[src/rtl/fir_mac_scheduler.sv]
// fir_mac_scheduler: two-channel time-multiplexed FIR filter sharing one MAC.
// A round-robin arbiter admits one sample at a time into that channel's delay
// line. The MAC then walks all taps, one per cycle, and the result is held on
// a valid/ready output until it is accepted. Both channels share one set of
// programmable coefficients.
//
// Optional build macro: FIR_SAT_EN
//   defined   - accumulator gains $clog2(TAPS) guard bits; result saturates to OW bits
//   undefined - OW-bit accumulator that wraps modulo 2^OW
//
// Ports:
//   clk, reset                    clock, asynchronous active-high reset
//   s0_valid/s0_data/s0_ready     channel-0 sample input (ready is combinational)
//   s1_valid/s1_data/s1_ready     channel-1 sample input (ready is combinational)
//   coef_we/coef_addr/coef_wdata  coefficient write port (effective in IDLE only)
//   coef_err                      one-cycle pulse when a coefficient write is dropped
//   y_valid/y_ready/y_ch/y_data   filter result output with channel tag
//   busy                          high whenever the engine is not idle
module fir_mac_scheduler #(
  parameter int unsigned TAPS = 4,
  parameter int unsigned DW   = 8,
  parameter int unsigned CW   = 8,
  parameter int unsigned OW   = 16
) (
  input  logic                      clk,
  input  logic                      reset,
  input  logic                      s0_valid,
  input  logic signed [DW-1:0]      s0_data,
  output logic                      s0_ready,
  input  logic                      s1_valid,
  input  logic signed [DW-1:0]      s1_data,
  output logic                      s1_ready,
  input  logic                      coef_we,
  input  logic [$clog2(TAPS)-1:0]   coef_addr,
  input  logic signed [CW-1:0]      coef_wdata,
  output logic                      coef_err,
  output logic                      y_valid,
  input  logic                      y_ready,
  output logic                      y_ch,
  output logic signed [OW-1:0]      y_data,
  output logic                      busy
);

  localparam int unsigned TW = $clog2(TAPS);
  localparam int unsigned PW = DW + CW;
`ifdef FIR_SAT_EN
  localparam int unsigned AW = OW + TW;
  localparam logic signed [AW-1:0] SAT_MAX = {{(TW+1){1'b0}}, {(OW-1){1'b1}}};
  localparam logic signed [AW-1:0] SAT_MIN = {{(TW+1){1'b1}}, {(OW-1){1'b0}}};
`else
  localparam int unsigned AW = OW;
`endif

  typedef enum logic [1:0] {
    S_IDLE = 2'd0,
    S_MAC  = 2'd1,
    S_OUT  = 2'd2
  } state_t;

  state_t                r_state;
  state_t                w_state_nxt;
  logic                  r_last;
  logic                  r_ch;
  logic [TW-1:0]         r_tap;
  logic signed [AW-1:0]  r_acc;
  logic signed [CW-1:0]  r_coef  [TAPS];
  logic signed [DW-1:0]  r_dline [2][TAPS];

  logic                  w_idle;
  logic                  w_gnt_ch;
  logic                  w_hs;
  logic                  w_last_tap;
  logic signed [DW-1:0]  w_sample;
  logic signed [PW-1:0]  w_prod;
  logic signed [AW-1:0]  w_acc_sum;
  logic signed [OW-1:0]  w_result;
  logic                  w_addr_ok;

  // Round-robin grant: a lone requester wins; on a tie the channel not served last wins
  assign w_idle     = (r_state == S_IDLE);
  assign w_gnt_ch   = s1_valid & (~s0_valid | ~r_last);
  assign s0_ready   = w_idle & ~reset & s0_valid & ~w_gnt_ch;
  assign s1_ready   = w_idle & ~reset & s1_valid &  w_gnt_ch;
  assign w_hs       = s0_ready | s1_ready;
  assign w_sample   = w_gnt_ch ? s1_data : s0_data;
  assign w_last_tap = (r_tap == TW'(TAPS - 1));
  assign w_addr_ok  = (32'(coef_addr) < TAPS);

  assign y_valid = (r_state == S_OUT);
  assign busy    = (r_state != S_IDLE);

  // Full-precision signed product, sign-extended into the accumulator
  assign w_prod    = PW'(r_coef[r_tap]) * PW'(r_dline[r_ch][r_tap]);
  assign w_acc_sum = r_acc + AW'(w_prod);

`ifdef FIR_SAT_EN
  always_comb begin
    w_result = w_acc_sum[OW-1:0];
    if (w_acc_sum > SAT_MAX)      w_result = SAT_MAX[OW-1:0];
    else if (w_acc_sum < SAT_MIN) w_result = SAT_MIN[OW-1:0];
  end
`else
  assign w_result = w_acc_sum;
`endif

  // State register
  always_ff @(posedge clk or posedge reset) begin
    if (reset) r_state <= S_IDLE;
    else       r_state <= w_state_nxt;
  end

  // Next-state logic
  always_comb begin
    w_state_nxt = r_state;
    case (r_state)
      S_IDLE:  if (w_hs)       w_state_nxt = S_MAC;
      S_MAC:   if (w_last_tap) w_state_nxt = S_OUT;
      S_OUT:   if (y_ready)    w_state_nxt = S_IDLE;
      default:                 w_state_nxt = S_IDLE;
    endcase
  end

  // Datapath: delay lines, coefficient bank, accumulator and output registers
  always_ff @(posedge clk or posedge reset) begin
    if (reset) begin
      r_last   <= 1'b1;
      r_ch     <= 1'b0;
      r_tap    <= '0;
      r_acc    <= '0;
      y_ch     <= 1'b0;
      y_data   <= '0;
      coef_err <= 1'b0;
      for (int k = 0; k < int'(TAPS); k++) begin
        r_coef[k]     <= '0;
        r_dline[0][k] <= '0;
        r_dline[1][k] <= '0;
      end
      r_coef[0] <= CW'(1);
    end else begin
      coef_err <= 1'b0;
      if (coef_we) begin
        if (w_idle && w_addr_ok) r_coef[coef_addr] <= coef_wdata;
        else                     coef_err <= 1'b1;
      end

      case (r_state)
        S_IDLE: begin
          if (w_hs) begin
            for (int k = int'(TAPS) - 1; k > 0; k--)
              r_dline[w_gnt_ch][k] <= r_dline[w_gnt_ch][k-1];
            r_dline[w_gnt_ch][0] <= w_sample;
            r_acc <= '0;
            r_tap <= '0;
            r_ch  <= w_gnt_ch;
          end
        end
        S_MAC: begin
          r_acc <= w_acc_sum;
          r_tap <= r_tap + TW'(1);
          if (w_last_tap) begin
            r_tap  <= '0;
            y_data <= w_result;
            y_ch   <= r_ch;
          end
        end
        S_OUT: begin
          if (y_ready) r_last <= r_ch;
        end
        default: ;
      endcase
    end
  end

endmodule

[config.mk]
export PLATFORM = sky130hd
export DESIGN_NAME = fir_mac_scheduler
export DESIGN_NICKNAME = d
export VERILOG_FILES = /design/src/rtl/fir_mac_scheduler.sv
export SDC_FILE = /design/constraint.sdc
export NUM_CORES = 1
export LEC_CHECK = 0
export ABC_AREA = 1
export BUFFER_PORTS_ARGS = -buffer_cell sky130_fd_sc_hd__buf_4
export CORE_MARGIN = 2
export CORE_UTILIZATION = 40
export CTS_CLUSTER_DIAMETER = 60
export DETAILED_ROUTE_END_ITERATION = 10
export PLACE_DENSITY_LB_ADDON = 0.12
export SYNTH_ARGS = -nofsm -noshare
export SYNTH_HDL_FRONTEND = slang
export SYNTH_SLANG_ARGS = --single-unit
[constraint.sdc]
create_clock -name clk -period 19 [get_ports clk]
set_clock_uncertainty 0.1 [all_clocks]
set_input_delay 5.7 -clock clk [delete_from_list [all_inputs] [get_ports clk]]
set_output_delay 5.7 -clock clk [all_outputs]
set_load 0.02 [all_outputs]
==> results of run 1 <==
[stage by stage]
| step | setup slack (ps) | cell area (um^2) | std cells | hold WS, ps | util |
|---|---|---|---|---|---|
| global placement | 6180 | 9874 | 1418 | 366.6 | 0.4348 |
| floorplan | 3698 | 9284 | 1114 | 345.5 | - |
| detailed placement | 6157 | 9874 | 1418 | 366.8 | 0.4348 |
| finish | 6201 | 10430 | 1450 | 383.0 | 0.4592 |
| CTS | 6165 | 10430 | 1450 | 383.9 | 0.4592 |
| global route | 6050 | 10430 | 1450 | 400.2 | 0.4592 |
[cell usage in the layout (no fill, tap or decap), drive strengths merged]
cell | netlist | final
bufinv | 0 | 1
mux2 | 8 | 8
nor2 | 64 | 64
clkinv | 0 | 5
o31ai | 1 | 1
nand3b | 4 | 4
inv | 183 | 185
nand4 | 2 | 2
ha | 38 | 38
buf | 32 | 61
nor3 | 1 | 1
a31oi | 1 | 1
or2 | 3 | 3
o21bai | 3 | 3
a21oi | 45 | 45
dfrtp | 134 | 134
nand2 | 299 | 299
clkinvlp | 0 | 3
xnor2 | 4 | 4
xor2 | 2 | 2
o22ai | 8 | 8
dfstp | 2 | 2
clkbuf | 10 | 21
a32oi | 7 | 7
nand3 | 35 | 35
fa | 71 | 71
o21ai | 157 | 157
[layer usage]
layer | up-vias | part of all wire | routed length, um
li1 | 3568 | - | -
met5 | - | 0 | 0
met4 | 0 | 0.0084 | 182
met3 | 13 | 0.034 | 733
met1 | 3491 | 0.48 | 10530
met2 | 105 | 0.47 | 10330
[final timing paths]
| check | from | endpoint | depth (start not counted) |
|---|---|---|---|
| min in group asynchronous | reset | y_data[2] | 2 |
| max | s0_valid | s0_ready | 8 |
| min reg2reg | y_data[10] | y_data[10] | 2 |
| max reg2reg | r_tap[1] | r_acc[10] | 22 |
| min | y_data[10] | y_data[10] | 2 |
| max in group asynchronous | reset | r_coef[8] | 3 |
[kinds of logic after synthesis]
logic type	synth area share
flops	0.3668
compound gates	0.1317
mux	0.009704
xor+xnor	0.005660
simple gates	0.1826
buf+inv	0.09919
fa+ha+maj	0.2043
[flip-flops by register name, indices dropped and copies added (netlist names)]
name	count
r_dline	64
r_coef	32
r_acc	16
y_data	16
r_state	2
r_tap	2
coef_err	1
r_ch	1
r_last	1
y_ch	1
[layout make-up]
class / instances / area [um^2]
Fill cell: 2300 / 12280
Timing Repair Buffer: 61 / 457.9
Clock buffer: 21 / 450.4
Sequential cell: 136 / 3406
Multi-Input combinational cell: 753 / 4962
Inverter: 183 / 691.9
Clock inverter: 11 / 102.6
Tap cell: 285 / 356.6
[worst max-delay path, stage by stage]
cell	delay (ps)
buf_4	80
nand2_1	50
nand2_2	50
buf_4	440
nand4_1	160
buf_4	260
inv_1	100
buf_4	140
==> tab_implementation.tex, run 1 <==
\begin{tabular}{lr}
\hline
Metric & Value \\
\hline
\multicolumn{2}{l}{\textbf{Worst setup path}} \\
\quad Critical path peak fanout & 55 \\
\quad Capturing element type of the critical path & primary output \\
\quad Minimum setup slack among reg-to-reg paths & 12,470 ps \\
\quad Endpoint required time on the critical path & around 13,000 ps \\
\quad Arrival time worst endpoint & approximately 7000 ps \\
\quad Type of origin of the critical path & input port \\
\quad Start-to-end type of the worst setup path & input port to primary output \\
\multicolumn{2}{l}{\textbf{Logic synthesis}} \\
\quad Synthesis Warnings & 0 \\
\quad Most frequent cell after synthesis & nand2\_1 \\
\quad Syn\_area\_per\_cell & roughly 8.3 um\^{}2 \\
\quad Flip-flop and latch count after synthesis & about 140 \\
\quad Top area cells in the synthesized netlist & dfrtp\_1, fa\_1, nand2\_1 \\
\quad Post-synth top cells & nand2\_1, inv\_1, o21ai\_0 \\
\quad Syn nets & around 1,300 \\
\quad Share of flip-flops with an asynchronous set or reset & 1.000 \\
\quad Netlist cell types & 39 \\
\quad Number of synthesized flops with an enable pin & 0 \\
\quad Dominant register cell in the synthesized netlist & dfrtp\_1 \\
\quad Number of cells produced by synthesis & between 1,000 and 1,500 \\
\quad Seq/Total Area, Yosys & 0.3668 \\
\quad Post-synth top area cell & dfrtp\_1 \\
\quad Post-synthesis cell area & approximately 9300 um\^{}2 \\
\quad Top-area cell type share of the netlist area & 0.3612 \\
\multicolumn{2}{l}{\textbf{Timing}} \\
\quad Slew Limit Headroom & 0.3807 \\
\quad Minimum clock period & about 13,000 ps \\
\quad Post-route setup TNS & 0 ps \\
\quad Pins over their slew limit & 0 \\
\quad Fmax achieved & 78.13 MHz \\
\quad Final setup viols & 0 \\
\quad Final Hold Vio Count & 0 \\
\quad Final period util & 0.6736 \\
\quad Transition time at the pin with the least slew margin & just over 900 ps \\
\quad RSZ-0062 raised after global routing & false \\
\multicolumn{2}{l}{\textbf{GRT}} \\
\quad GR met3 Demand/Resource & 0.03849 \\
\quad First-pass GRT wire length & about 37,000 um \\
\quad Met1 usage & 0.2680 \\
\quad Antenna violations before repair & 0 \\
\quad GRT Residual Overflow & 0 \\
\quad Met2 usage & 0.3197 \\
\quad Maximum number of pins on one net before global-route repair & 73 \\
\quad Peak-usage layer in the global routing report & met2 \\
\quad Tot GR Track Use & 0.1949 \\
\quad Via count of the first global-routing pass & 7,279 \\
\multicolumn{2}{l}{\textbf{Run}} \\
\quad Max-capacitance violation count & 0 \\
\multicolumn{2}{l}{\textbf{Clock tree}} \\
\quad Clock-pin slew on the worst setup and hold paths & 60 ps \\
\quad Setup Fix Bufs, Post-CTS & 0 \\
\quad Bufs on Longest Clock Path & 2 \\
\quad Number of sinks on the clock net & around 140 \\
\quad Number of CTS-inserted buffers & 17 \\
\quad Post-cts gate resize count & 0 \\
\quad Hold bufs inserted after CTS & 0 \\
\quad CTS root buffer & clkbuf\_16 \\
\quad TritonCTS clock tree & built \\
\quad CTS HTree Levels & 4 \\
\quad Clock latency at the later pin of the worst-skew pair & about 430 ps \\
\multicolumn{2}{l}{\textbf{Status}} \\
\quad Run status & completed \\
\multicolumn{2}{l}{\textbf{Detailed routing}} \\
\quad Count of nets left with antenna violations after detail routing & 0 \\
\quad Number of DRC markers after the initial detailed-route iteration & slightly below 400 \\
\quad Total via count in the routed design & approximately 7,200 \\
\quad Wire length per cell after detailed routing & around 15 um \\
\quad Number of vias per cell after detailed routing & roughly 4.9 \\
\quad Number of design rule violations left after detail routing & 0 \\
\quad DRT Wirelength & roughly 22,000 um \\
\quad Number of iterations in the first detailed-routing pass & 4 \\
\multicolumn{2}{l}{\textbf{Place}} \\
\quad Global placement routability congestion & between 0.8 and 0.9 \\
\quad Count of buffers from port buffering & 53 \\
\quad Half-perimeter wire length after placement & $\sim$15,000 um \\
\multicolumn{2}{l}{\textbf{Die}} \\
\quad Number of placement rows & 55 \\
\quad Die area & between 20,000 and 25,000 um\^{}2 \\
\quad Die span in y & between 150 and 200 um \\
\quad Starting density of the core & 0.4088 \\
\quad X dimension of the die & approximately 160 um \\
\quad Boundary pin count & 54 \\
\quad Placeable core region & about 23,000 um\^{}2 \\
\multicolumn{2}{l}{\textbf{Finish}} \\
\quad Net total in the final layout & 1,293 \\
\quad Layout cells sized above 1 & 0.1202 \\
\quad Number of antenna repair diodes & 0 \\
\quad Area growth from synthesis to layout & 12.32\% \\
\multicolumn{2}{l}{\textbf{Worst hold path}} \\
\quad Worst min path class & flop to flop \\
\hline
\end{tabular}
Power of run 1 is left out: the tool's default activity adds up to more than one toggle a clock period on the data nets, which glitch-free logic cannot reach.
==> run 2: changes to the inputs <==
clock period = 13 ns   (was 19 ns; I/O delays follow)
==> run 2 against run 1 <==
Effect of this change: critical path depth down 2; global-route usage is 0.27 points higher; register-to-register slack worse by 5900 ps; cell count is essentially flat; largest cell class unchanged; critical path type unchanged; final area grew 0.40%; setup slack got worse by 2400 ps; flip-flop and latch count unchanged; hold slack lost 1.5 ps; sequential share of layout area fell by 0.13 points; via count barely moved; wire length is 1.0% higher.
==> tab_implementation.tex, run 2 (synthesis gave the netlist of run 1 again) <==
\begin{tabular}{lr}
\hline
Metric & Value \\
\hline
\multicolumn{2}{l}{\textbf{Status}} \\
\quad Run status & completed \\
\multicolumn{2}{l}{\textbf{Timing}} \\
\quad Slew Limit Headroom & 0.4360 (+0.05526) \\
\quad Minimum clock period & around 9200 ps \\
\quad Final Hold Vio Count & 0 (unchanged) \\
\quad RSZ-0062 raised after global routing & false \\
\quad Final setup viols & 0 (unchanged) \\
\quad Post-route setup TNS & 0 ps (unchanged) \\
\quad Pins over their slew limit & 0 (unchanged) \\
\quad Fmax achieved & 108.7 MHz \\
\quad Worst hold margin & 381.5 ps (-1.539 ps) \\
\quad Transition time at the pin with the least slew margin & 842.9 ps (-86.00 ps) \\
\quad Final period util & 0.7079 \\
\quad Worst Setup Slack, final & 3798 ps (-2403 ps) \\
\multicolumn{2}{l}{\textbf{Worst setup path}} \\
\quad Arrival time worst endpoint & 5200 ps (-1800 ps) \\
\quad Endpoint required time on the critical path & 9000 ps (-4200 ps) \\
\quad Origin of the critical flop-to-flop path & r\_tap[0] \\
\quad Critical path peak fanout & 74 (+35\%) \\
\quad Length in cells of the worst reg-to-reg path & 24 (+9.1\%) \\
\quad Minimum setup slack among reg-to-reg paths & 6560 ps (-5910 ps) \\
\quad Start-to-end type of the worst setup path & input port to primary output \\
\quad Capturing element type of the critical path & primary output \\
\quad Worst R2R End & r\_acc[10] \\
\quad Type of origin of the critical path & input port \\
\multicolumn{2}{l}{\textbf{Clock tree}} \\
\quad Setup Fix Bufs, Post-CTS & 0 (unchanged) \\
\quad Clock-pin slew on the worst setup and hold paths & 70 ps (about the same) \\
\quad TritonCTS clock tree & built \\
\quad Number of CTS-inserted buffers & 17 (unchanged) \\
\quad Hold bufs inserted after CTS & 0 (unchanged) \\
\quad Post-cts gate resize count & 0 (unchanged) \\
\quad Bufs on Longest Clock Path & 2 (unchanged) \\
\quad CTS root buffer & clkbuf\_16 \\
\quad CTS HTree Levels & 4 (unchanged) \\
\quad Number of sinks on the clock net & 136 (unchanged) \\
\quad Clock latency at the later pin of the worst-skew pair & 430 ps (about the same) \\
\multicolumn{2}{l}{\textbf{GRT}} \\
\quad Tot GR Track Use & 0.1977 (+0.002747) \\
\quad Via count of the first global-routing pass & 7,365 (+1.2\%) \\
\quad Antenna violations before repair & 1 (+1) \\
\quad First-pass GRT wire length & 37,740 um (+1.9\%) \\
\quad Maximum number of pins on one net before global-route repair & 75 (+2.7\%) \\
\quad GRT Residual Overflow & 0 (unchanged) \\
\multicolumn{2}{l}{\textbf{Worst hold path}} \\
\quad Worst min path class & flop to flop \\
\quad Hold path depth & 2 (unchanged) \\
\quad Hold worst-path end & y\_data[10] \\
\quad Hold path startpoint & y\_data[10] \\
\multicolumn{2}{l}{\textbf{Finish}} \\
\quad Most used cells in the layout excluding fill and tap cells & nand2\_1, inv\_1, o21ai\_0, dfrtp\_1, fa\_1 \\
\quad Area growth from synthesis to layout & 12.76\% \\
\quad Number of fill cells & 2,316 (+0.70\%) \\
\quad Net total in the final layout & 1,294 (+0.077\%) \\
\quad Layout cells sized above 1 & 0.1235 (+0.003327) \\
\quad Max reg flops & 64 (unchanged) \\
\quad Registers with the highest flip-flop counts & r\_dline (64), r\_coef (32) \\
\quad Most common cell after layout, fill and taps aside & nand2\_1 \\
\quad Share of the core filled with cells & 0.4610 (+0.001818) \\
\quad Sequential cell area in the final layout & 3406 um\^{}2 (unchanged) \\
\quad Top register by number of flip-flops & r\_dline \\
\quad Number of antenna repair diodes & 0 (unchanged) \\
\quad Combined area of the multi-input logic cells & 4962 um\^{}2 (unchanged) \\
\multicolumn{2}{l}{\textbf{Place}} \\
\quad Half-perimeter wire length after placement & 15,610 um (+1.2\%) \\
\quad Count of buffers from port buffering & 53 (unchanged) \\
\quad Pre-CTS WS & 3737 ps (-2420 ps) \\
\quad Global placement routability congestion & 0.8351 (+0.49\%) \\
\multicolumn{2}{l}{\textbf{Die}} \\
\quad Starting density of the core & 0.4088 (unchanged) \\
\quad Die area & 24,440 um\^{}2 (unchanged) \\
\quad Boundary pin count & 54 (unchanged) \\
\quad X dimension of the die & 156.3 um (unchanged) \\
\quad Placeable core region & 22,710 um\^{}2 (unchanged) \\
\quad Number of placement rows & 55 (unchanged) \\
\quad Die span in y & 156.3 um (unchanged) \\
\multicolumn{2}{l}{\textbf{Detailed routing}} \\
\quad Count of nets left with antenna violations after detail routing & 0 (unchanged) \\
\quad Number of design rule violations left after detail routing & 0 (unchanged) \\
\quad Number of vias per cell after detailed routing & 4.948 (about the same) \\
\quad Number of DRC markers after the initial detailed-route iteration & 341 (-14\%) \\
\quad DRT Wirelength & 22,010 um (+1.0\%) \\
\quad Number of iterations in the first detailed-routing pass & 5 (+1) \\
\quad Wire length per cell after detailed routing & 15.17 um (+0.96\%) \\
\quad Total via count in the routed design & 7,180 (+0.042\%) \\
\multicolumn{2}{l}{\textbf{Run}} \\
\quad Max-capacitance violation count & 0 (unchanged) \\
\hline
\end{tabular}
==> run 2: cell count changes in the layout (fill, tap and decap cells not counted), sizes merged <==
cell	previous run	this run
inv	185	189
buf	61	62
clkbuf	21	19
clkinv	5	3
==> run 2: through the flow <==
stage,area [um^2],cells
after global placement,9882,1419
final,10470,1451
after floorplan,9284,1114
after detailed placement,9882,1419
after CTS,10470,1451
after global routing,10470,1451
==> run 2: layout make-up <==
cell class,count,area share
timing repair buffer,62,0.04446
clock buffer,19,0.04327
multi-input combinational,753,0.4740
sequential,136,0.3253
tap,285,0.03406
clock inverter,13,0.01279
inverter,183,0.06609
==> run 2: how the worst max path moves through the flow <==
stage / cells past startpoint / slack (ps) / startpoint / end
CTS: 6 / 3730 / reset / s0_ready
floorplan: 5 / 1300 / reset / s1_ready
global placement: 6 / 3730 / reset / s0_ready
global route: 6 / 3610 / reset / s0_ready
detailed placement: 6 / 3740 / reset / s0_ready
finish: 6 / 3800 / reset / s0_ready
==> run 2: layer usage <==
metal	wire [um]	global-route usage	vias up
met5	13	0	-
met4	434	0.06684	2
met3	734	0.03268	28
met2	10170	0.3174	118
met1	10650	0.2730	3466
li1	-	-	3566
==> run 2: worst max-delay path, cell delays in order <==
cell and delay, ps:
buf_4 120, inv_6 490, nand4_1 160, buf_4 260
inv_1 100, buf_4 140
Power of run 2 is left out for the same reason.
